**config.mk**
```make
export PLATFORM = sky130hd
export DESIGN_NAME = fetch_queue_flat
export DESIGN_NICKNAME = d
export VERILOG_FILES = /design/src/rtl/cpu_pkg.sv /design/src/rtl/fetch_queue_if.sv /design/src/rtl/fq_ring.sv /design/src/rtl/fetch_queue.sv /design/src/flat_wrapper.sv
export SDC_FILE = /design/constraint.sdc
export NUM_CORES = 1
export LEC_CHECK = 0
export BUFFER_PORTS_ARGS = -buffer_cell sky130_fd_sc_hd__buf_2
export CAP_MARGIN = 25
export CORE_AREA = 2 2 223 225
export DETAILED_ROUTE_END_ITERATION = 12
export DIE_AREA = 0 0 225 227
export HOLD_SLACK_MARGIN = 0.12
export SKIP_LAST_GASP = 1
export SLEW_MARGIN = 10
export SYNTH_ARGS = -nofsm -noshare
export SYNTH_HDL_FRONTEND = slang
export SYNTH_SLANG_ARGS = --single-unit
```
**constraint.sdc**
```tcl
create_clock -name clk -period 7.35 [get_ports clk]
set_clock_uncertainty 0.15 [all_clocks]
set_input_delay 0.3675 -clock clk [delete_from_list [all_inputs] [get_ports clk]]
set_output_delay 0.3675 -clock clk [all_outputs]
set_load 0.05 [all_outputs]
```
**src/rtl/cpu_pkg.sv**
```systemverilog
// cpu_pkg: shared CPU constants and types for the instruction fetch path.
//   XLEN / INSTR_W   : datapath and instruction widths
//   RESET_PC_DEFAULT : default fetch PC after reset
//   PC_STEP          : sequential fetch increment
//   fq_entry_t       : fetch queue entry {instr, npc}
//   fq_state_e       : fetch queue state (RUN / DRAIN)
//   align_pc()       : force a fetch address to word alignment
package cpu_pkg;

  localparam int XLEN    = 32;
  localparam int INSTR_W = 32;

  localparam logic [XLEN-1:0] RESET_PC_DEFAULT = 32'h0000_0000;
  localparam logic [XLEN-1:0] PC_STEP          = 32'd4;

  typedef struct packed {
    logic [INSTR_W-1:0] instr;
    logic [XLEN-1:0]    npc;
  } fq_entry_t;

  typedef enum logic {
    RUN   = 1'b0,
    DRAIN = 1'b1
  } fq_state_e;

  function automatic logic [XLEN-1:0] align_pc(input logic [XLEN-1:0] a);
    return {a[XLEN-1:2], 2'b00};
  endfunction

endpackage

```
**src/rtl/fetch_queue_if.sv**
```systemverilog
// fetch_queue_if: handshake bundle around the fetch queue.
//   req_*      : fetch request channel toward instruction memory
//   resp_*     : in-order instruction return from memory
//   redirect*  : flush and refetch from a new PC
//   out_*      : valid/ready channel toward the IF/ID register
// Modports: master = fetch queue side, slave = memory / pipeline side.
interface fetch_queue_if;
  import cpu_pkg::*;

  logic               req_valid;
  logic [XLEN-1:0]    req_addr;
  logic               req_ready;
  logic               resp_valid;
  logic [INSTR_W-1:0] resp_instr;
  logic               redirect;
  logic [XLEN-1:0]    redirect_pc;
  logic               out_valid;
  logic               out_ready;
  logic [INSTR_W-1:0] out_instr;
  logic [XLEN-1:0]    out_npc;

  modport master (
    output req_valid, req_addr,
    input  req_ready,
    input  resp_valid, resp_instr,
    input  redirect, redirect_pc,
    output out_valid, out_instr, out_npc,
    input  out_ready
  );

  modport slave (
    input  req_valid, req_addr,
    output req_ready,
    output resp_valid, resp_instr,
    output redirect, redirect_pc,
    input  out_valid, out_instr, out_npc,
    output out_ready
  );

endinterface

```
**src/rtl/fq_ring.sv**
```systemverilog
// fq_ring: power-of-two ring buffer with push, pop, clear and head peek.
//   clk, reset : clock, synchronous active-high reset
//   clear      : empty the ring (wins over push/pop)
//   push/push_data : write at tail
//   pop        : advance head
//   head_data  : entry at head (meaningful only when count != 0)
//   count      : number of stored entries, 0..DEPTH
module fq_ring #(
  parameter int  DEPTH = 4,
  parameter int  W     = 32,
  localparam int AW    = $clog2(DEPTH),
  localparam int CW    = AW + 1
) (
  input  logic          clk,
  input  logic          reset,
  input  logic          clear,
  input  logic          push,
  input  logic [W-1:0]  push_data,
  input  logic          pop,
  output logic [W-1:0]  head_data,
  output logic [CW-1:0] count
);

  logic [DEPTH-1:0][W-1:0] mem_q;
  logic [AW-1:0]           head_q, head_d;
  logic [AW-1:0]           tail_q, tail_d;
  logic [CW-1:0]           count_q, count_d;

  always_comb begin
    head_d  = head_q;
    tail_d  = tail_q;
    count_d = count_q;
    if (clear) begin
      head_d  = '0;
      tail_d  = '0;
      count_d = '0;
    end else begin
      // Pointers wrap for free because DEPTH is a power of two.
      if (push) tail_d = tail_q + AW'(1);
      if (pop)  head_d = head_q + AW'(1);
      case ({push, pop})
        2'b10:   count_d = count_q + CW'(1);
        2'b01:   count_d = count_q - CW'(1);
        default: ;
      endcase
    end
  end

  always_ff @(posedge clk) begin
    if (reset) begin
      head_q  <= '0;
      tail_q  <= '0;
      count_q <= '0;
    end else begin
      head_q  <= head_d;
      tail_q  <= tail_d;
      count_q <= count_d;
    end
  end

  // Storage carries no reset; count alone says which slots are live.
  always_ff @(posedge clk) begin
    if (push && !clear) mem_q[tail_q] <= push_data;
  end

  assign head_data = mem_q[head_q];
  assign count     = count_q;

endmodule

```
**src/rtl/fetch_queue.sv**
```systemverilog
// fetch_queue: instruction prefetch queue between instruction memory and IF/ID.
// Owns the fetch PC, issues in-order requests under a credit limit of DEPTH
// (buffered + in flight), buffers returned words with their NPC, and flushes
// on redirect while discarding responses still in flight.
//   clk, reset : clock, synchronous active-high reset
//   bus        : fetch_queue_if.master (req_*, resp_*, redirect*, out_*)
// Build option: FETCHQ_BYPASS_EN -- a response arriving at an empty queue
// drives out_* in the same cycle (0-cycle latency). Undefined: every response
// goes through storage and out_* is purely registered (1-cycle latency).
module fetch_queue
  import cpu_pkg::*;
#(
  parameter int              DEPTH    = 4,
  parameter logic [XLEN-1:0] RESET_PC = RESET_PC_DEFAULT
) (
  input logic          clk,
  input logic          reset,
  fetch_queue_if.master bus
);

  localparam int CW    = $clog2(DEPTH) + 1;
  localparam int ENT_W = $bits(fq_entry_t);

  fq_state_e       state_q, state_d;
  logic [XLEN-1:0] pc_q, pc_d;
  logic [CW-1:0]   inflight_q, inflight_d;
  logic [CW-1:0]   drop_cnt_q, drop_cnt_d;
  fq_entry_t       last_q, last_d;

  logic [CW-1:0]   count, tag_count;
  logic [XLEN-1:0] tag_head;
  fq_entry_t       ent_head, resp_ent, out_ent;
  logic [CW:0]     occupancy;
  logic            out_vld, byp;
  logic            req_fire, resp_take, resp_drop, push, pop;

  // ---------------------------------------------------------------- request
  assign occupancy     = {1'b0, count} + {1'b0, inflight_q};
  assign bus.req_valid = !reset && !bus.redirect && (occupancy < (CW+1)'(DEPTH));
  assign bus.req_addr  = pc_q;
  assign req_fire      = bus.req_valid && bus.req_ready;

  // --------------------------------------------------------------- response
  // Responses return in order, so anything arriving while drop_cnt is
  // non-zero belongs to the pre-redirect stream.
  assign resp_take = bus.resp_valid && (state_q == RUN);
  assign resp_drop = bus.resp_valid && (state_q == DRAIN);
  assign resp_ent  = '{instr: bus.resp_instr, npc: tag_head + PC_STEP};

  // ----------------------------------------------------------------- output
  always_comb begin
    out_vld = (count != '0);
    out_ent = (count != '0) ? ent_head : last_q;
    byp     = 1'b0;
`ifdef FETCHQ_BYPASS_EN
    if (resp_take && count == '0) begin
      byp     = 1'b1;
      out_vld = 1'b1;
      out_ent = resp_ent;
    end
`endif
  end

  assign bus.out_valid = out_vld;
  assign bus.out_instr = out_ent.instr;
  assign bus.out_npc   = out_ent.npc;

  // Redirect voids any same-cycle handshake; a bypassed word that is
  // consumed immediately never touches storage.
  assign push = resp_take && !bus.redirect && !(byp && bus.out_ready);
  assign pop  = (count != '0) && bus.out_ready && !bus.redirect;

  fq_ring #(.DEPTH(DEPTH), .W(ENT_W)) u_entries (
    .clk       (clk),
    .reset     (reset),
    .clear     (bus.redirect),
    .push      (push),
    .push_data (resp_ent),
    .pop       (pop),
    .head_data (ent_head),
    .count     (count)
  );

  // Address of each live request, popped as its word is accepted.
  fq_ring #(.DEPTH(DEPTH), .W(XLEN)) u_tags (
    .clk       (clk),
    .reset     (reset),
    .clear     (bus.redirect),
    .push      (req_fire),
    .push_data (pc_q),
    .pop       (resp_take),
    .head_data (tag_head),
    .count     (tag_count)
  );

  // ------------------------------------------------------------- next state
  always_comb begin
    pc_d       = pc_q;
    inflight_d = inflight_q;
    drop_cnt_d = drop_cnt_q;
    last_d     = last_q;

    // Remember what was last shown so an empty queue holds its outputs.
    if (out_vld) last_d = out_ent;

    case ({req_fire, bus.resp_valid})
      2'b10:   inflight_d = inflight_q + CW'(1);
      2'b01:   inflight_d = inflight_q - CW'(1);
      default: ;
    endcase

    if (bus.redirect) begin
      pc_d       = align_pc(bus.redirect_pc);
      drop_cnt_d = inflight_q - CW'(bus.resp_valid);
    end else begin
      if (req_fire)  pc_d       = pc_q + PC_STEP;
      if (resp_drop) drop_cnt_d = drop_cnt_q - CW'(1);
    end

    state_d = (drop_cnt_d != '0) ? DRAIN : RUN;
  end

  always_ff @(posedge clk) begin
    if (reset) begin
      state_q    <= RUN;
      pc_q       <= RESET_PC;
      inflight_q <= '0;
      drop_cnt_q <= '0;
      last_q     <= '0;
    end else begin
      state_q    <= state_d;
      pc_q       <= pc_d;
      inflight_q <= inflight_d;
      drop_cnt_q <= drop_cnt_d;
      last_q     <= last_d;
    end
  end

  // ------------------------------------------------------------- assertions
  // The credit rule keeps the entry queue from overflowing; a response into
  // a full queue or with nothing outstanding means the memory misbehaved.
  a_resp_outstanding: assert property (@(posedge clk) disable iff (reset)
    bus.resp_valid |-> inflight_q != '0);
  a_no_push_full: assert property (@(posedge clk) disable iff (reset)
    resp_take |-> count != CW'(DEPTH));
  // Every non-discarded outstanding request owns exactly one tag.
  a_tag_track: assert property (@(posedge clk) disable iff (reset)
    tag_count == inflight_q - drop_cnt_q);

endmodule

```
**src/flat_wrapper.sv**
```systemverilog
// flat-port wrapper written by rule: the top's interface ports become plain ports
module fetch_queue_flat import cpu_pkg::*;
#(
  parameter int              DEPTH    = 4,
  parameter logic [XLEN-1:0] RESET_PC = RESET_PC_DEFAULT
)
  (clk, reset, bus_req_valid, bus_req_addr, bus_req_ready, bus_resp_valid, bus_resp_instr, bus_redirect, bus_redirect_pc, bus_out_valid, bus_out_instr, bus_out_npc, bus_out_ready);
  fetch_queue_if bus_i ();
  input logic clk;
  input logic reset;
  output wire logic [$bits(bus_i.req_valid)-1:0] bus_req_valid;
  output wire logic [$bits(bus_i.req_addr)-1:0] bus_req_addr;
  input wire logic [$bits(bus_i.req_ready)-1:0] bus_req_ready;
  input wire logic [$bits(bus_i.resp_valid)-1:0] bus_resp_valid;
  input wire logic [$bits(bus_i.resp_instr)-1:0] bus_resp_instr;
  input wire logic [$bits(bus_i.redirect)-1:0] bus_redirect;
  input wire logic [$bits(bus_i.redirect_pc)-1:0] bus_redirect_pc;
  output wire logic [$bits(bus_i.out_valid)-1:0] bus_out_valid;
  output wire logic [$bits(bus_i.out_instr)-1:0] bus_out_instr;
  output wire logic [$bits(bus_i.out_npc)-1:0] bus_out_npc;
  input wire logic [$bits(bus_i.out_ready)-1:0] bus_out_ready;
  assign bus_req_valid = bus_i.req_valid;
  assign bus_req_addr = bus_i.req_addr;
  assign bus_i.req_ready = bus_req_ready;
  assign bus_i.resp_valid = bus_resp_valid;
  assign bus_i.resp_instr = bus_resp_instr;
  assign bus_i.redirect = bus_redirect;
  assign bus_i.redirect_pc = bus_redirect_pc;
  assign bus_out_valid = bus_i.out_valid;
  assign bus_out_instr = bus_i.out_instr;
  assign bus_out_npc = bus_i.out_npc;
  assign bus_i.out_ready = bus_out_ready;
  fetch_queue #(.DEPTH(DEPTH), .RESET_PC(RESET_PC)) u_core (.clk(clk), .reset(reset), .bus(bus_i));
endmodule
```
==> key figures <==
Detailed routing
  – ANT nets after route: 0
  – 1st-pass router iterations: 5
  – Final WL: 39,600 µm
  – Number of DRC markers in iteration 0: 608
  – Avg WL per Cell: 19.3 µm
  – DRC violations left: 0
  – Vias/cell: 5.15
  – Total vias in the final route: 10,592

Timing
  – Fin. max-slew vios: 0
  – RSZ-0062 raised after global routing: no
  – Slew @ Worst Pin: 1.05 ns
  – Crit share post-route: 0.503
  – Final Hold Viols: 0
  – Slew margin rel.: 0.302
  – TNS Setup: 0 ns
  – Peak Freq: 0.271 GHz
  – Final setup fails: 0
  – Minimum clock period: 3.70 ns

Setup path
  – Startpoint Class: register
  – R2R Path Start: u_core.u_entries.count[1]$_SDFFE_PP0P_
  – WP data required: 7.73 ns
  – Worst R2R Path Depth: 9
  – Crit-path max FO: 38
  – R2R setup slack: 3.65 ns
  – Critical Path AT: 4.08 ns
  – Crit Path Category: register to register
  – Critical Path Start: u_core.u_entries.count[1]$_SDFFE_PP0P_
  – CP Capture Point: u_core.bus.req_addr[13]$_SDFFE_PP0P_
  – R2r endpoint: u_core.bus.req_addr[13]$_SDFFE_PP0P_
  – CP Capture Type: register

Floorplanning
  – Die ar.: 51,100 µm²
  – Rows: 81
  – Num ports: 168
  – Initial cell density of the core: 0.396
  – Core Region: 48,500 µm²
  – Die span in x: 225 µm
  – Die height: 227 µm

Synth
  – Xor and xnor fraction of the mapped netlist area: 0.0200
  – #FFs+latches synth: 480
  – Largest family of logic cells by synthesized area: multiplexers
  – Adder-Cell Fraction of Synth Area: 0.0131
  – Synthesized netlist cell count: 1,134
  – Synth Area in Compound Gates: 0.0303
  – Post-synthesis mux area share: 0.147
  – Sequential area share after synthesis: 0.691
  – Synthesized area per cell: 17.0 µm²
  – Post-Synth Simple-Gate Area: 0.0764
  – Cell area after synthesis: 19,200 µm²
  – Yosys warns: 0
  – Count of flip-flops with a built-in enable after synthesis: 368
  – Primary FF master, synth: edfxtp_1
  – Synth async-reset ratio: 0
  – Post-synthesis cell type count: 55

Min path
  – Hold Crit Depth: 5
  – Hold/Removal Path Class: input pin to register

Clocking
  – Clock insertion delay at the later pin of the skew report: 0.58 ns
  – Cts bufs inserted: 51
  – CTS tree: done
  – Clock buffer depth: 3
  – Clock root buffer: clkbuf_16
  – H-tree depth: 2
  – # resized after CTS: 0
  – CTS Sinks: 480
  – Clock transition at path regs: 0.06 ns

Finish
  – Area delta synth->final: 20.8%
  – Share of cells above drive strength 1: 0.295
  – Layout Nets: 1,481
  – Commonest non-fill, non-tap cell in the layout: edfxtp_1
  – Most frequent cells in the layout: edfxtp_1 (368), buf_2 (162), dfxtp_1 (108), dlygate4sd3_1 (88), mux4_2 (81)
  – Ant diodes: 0

Power and ir drop
  – Total chip power: 6000 µW
  – Max VDD drop: 0.157 mV
  – Leak pwr: 0.00816 µW
  – Pwr dens: 259 nW/µm²

Placed design
  – Port Buf Inserts: 163
  – GPL Wtd Cong: 0.777
  – DP HPWL: 22,600 µm

Job
  – Max-cap viol count: 0

Outcome
  – Status: finished clean

GRT
  – Initial antenna violation count: 0
  – GR Overflow Total: 0
  – Largest net degree at the start of global routing: 76
  – GRT Total Usage: 0.157
  – First-pass GRT wire length: 61,900 µm
  – Vias in the first global route: 11,064
-- sequential cells by signal, indices dropped and copies added (netlist names) --
| register | cells |
|---|---|
| u_core.bus.req_addr | 30 |
| u_core.drop_cnt_q | 3 |
| u_core.inflight_q | 3 |
| u_core.last_q | 64 |
| u_core.state_q | 1 |
| u_core.u_entries.count | 3 |
| u_core.u_entries.head_q | 2 |
| u_core.u_entries.mem_q | 248 |
| u_core.u_entries.tail_q | 2 |
| u_core.u_tags.head_q | 2 |
| u_core.u_tags.mem_q | 120 |
| u_core.u_tags.tail_q | 2 |
-- repair_timing --
action                    in CTS  in global routing
setup buffers                  0                  0
hold buffers                  88                  0
hold endpoints to repair     158                  0
-- per-stage QoR --
step	cells	instance area, µm²	hold slack [ns]	setup slack (ns)	utilization
global placement	1871	20600	0.324	3.76	0.424
detailed placement	1872	20600	0.335	3.82	0.425
global route	2056	23200	0.213	3.37	0.478
finish	2056	23200	0.201	3.65	0.478
floorplan	1135	19200	0.316	4.24	-
CTS	2055	23200	0.162	3.47	0.478
-- worst min path at each step --
stage,start,end,slack (ns)
after detailed placement,u_core.u_entries.head_q[1]$_SDFFE_PP0P_,u_core.u_entries.head_q[1]$_SDFFE_PP0P_,0.33
after global placement,u_core.u_entries.head_q[1]$_SDFFE_PP0P_,u_core.u_entries.head_q[1]$_SDFFE_PP0P_,0.32
final,bus_resp_valid,u_core.drop_cnt_q[2]$_SDFF_PP0_,0.20
after floorplan,u_core.u_tags.tail_q[0]$_SDFFE_PP0P_,u_core.u_tags.tail_q[0]$_SDFFE_PP0P_,0.32
after CTS,bus_resp_valid,u_core.drop_cnt_q[2]$_SDFF_PP0_,0.16
after global routing,bus_resp_valid,u_core.drop_cnt_q[0]$_SDFF_PP0_,0.21
-- area by class of cell --
type,instances,area (µm²)
Clock inverter,35,349
Multi-Input combinational cell,572,5540
Clock buffer,60,1340
Inverter,24,90.1
Fill cell,4137,25300
Sequential cell,480,13300
Timing Repair Buffer,263,1820
Tap cell,622,778
-- synth_stat cells, drive strengths merged, types with 2 or more instances --
library cell  count  area (µm²)
a41oi             3        26.3
nor4              8         108
dfxtp           112        2240
a32oi             4        35.0
nand4            25         193
nand2b            2        12.5
nand4bb           2        22.5
buf              20         173
or2               3        21.3
a211oi            3        22.5
edfxtp          368       11100
ha               17         213
mux4             92        2110
clkbuf           39         146
o211ai            3        22.5
or3               8        50.1
a22oi             4        30.0
o31a              2        17.5
a221oi            3        26.3
nand2            49         184
inv              24        90.1
xnor2            22         193
or4               5        37.5
fa                2        40.0
nor3              7        35.0
and3             10        62.6
and2             11        68.8
nor2             49         184
a21oi            20         100
nand3            12        60.1
a311oi            3        26.3
xor2             22         193
a31oi            21         131
nor2b            66         413
o21ai            22         110
mux2             64         721
-- worst max-delay path, cell delays in order (launching register included) --
cell,delay [ns]
dfxtp_1,0.39
ha_1,0.25
a311oi_1,0.54
and3_1,0.23
buf_4,0.24
inv_2,0.30
or4_1,0.61
xnor2_1,0.14
a211oi_1,0.23
dlygate4sd3_1,0.57
-- kinds of logic (layout without fill, tap and decap cells) --
| family | after synthesis | after routing |
|---|---|---|
| multiplexers | 156 | 156 |
| AND/OR/NAND/NOR | 259 | 259 |
| other | 1 | 2 |
| flip-flops | 480 | 480 |
| AO/OA/AOI/OAI | 92 | 92 |
| XOR/XNOR | 44 | 44 |
| buffers and inverters | 83 | 382 |
| adder cells (fa/ha/maj) | 19 | 19 |
-- power by group --
group / switching, µW / leakage (µW) / internal, µW
combinational: 272 / 0.00307 / 161
sequential: 44.0 / 0.00428 / 2980
clock: 1050 / 0.000817 / 1490
total: 1370 / 0.00816 / 4630
-- layer usage --
layer,track usage,share of wire,vias up
met2,0.257,0.47,289
met1,0.217,0.46,5319
met3,0.0263,0.050,55
met5,0,0,-
li1,-,-,4929
met4,0.0487,0.019,0
(Power assumes the default switching activity.)
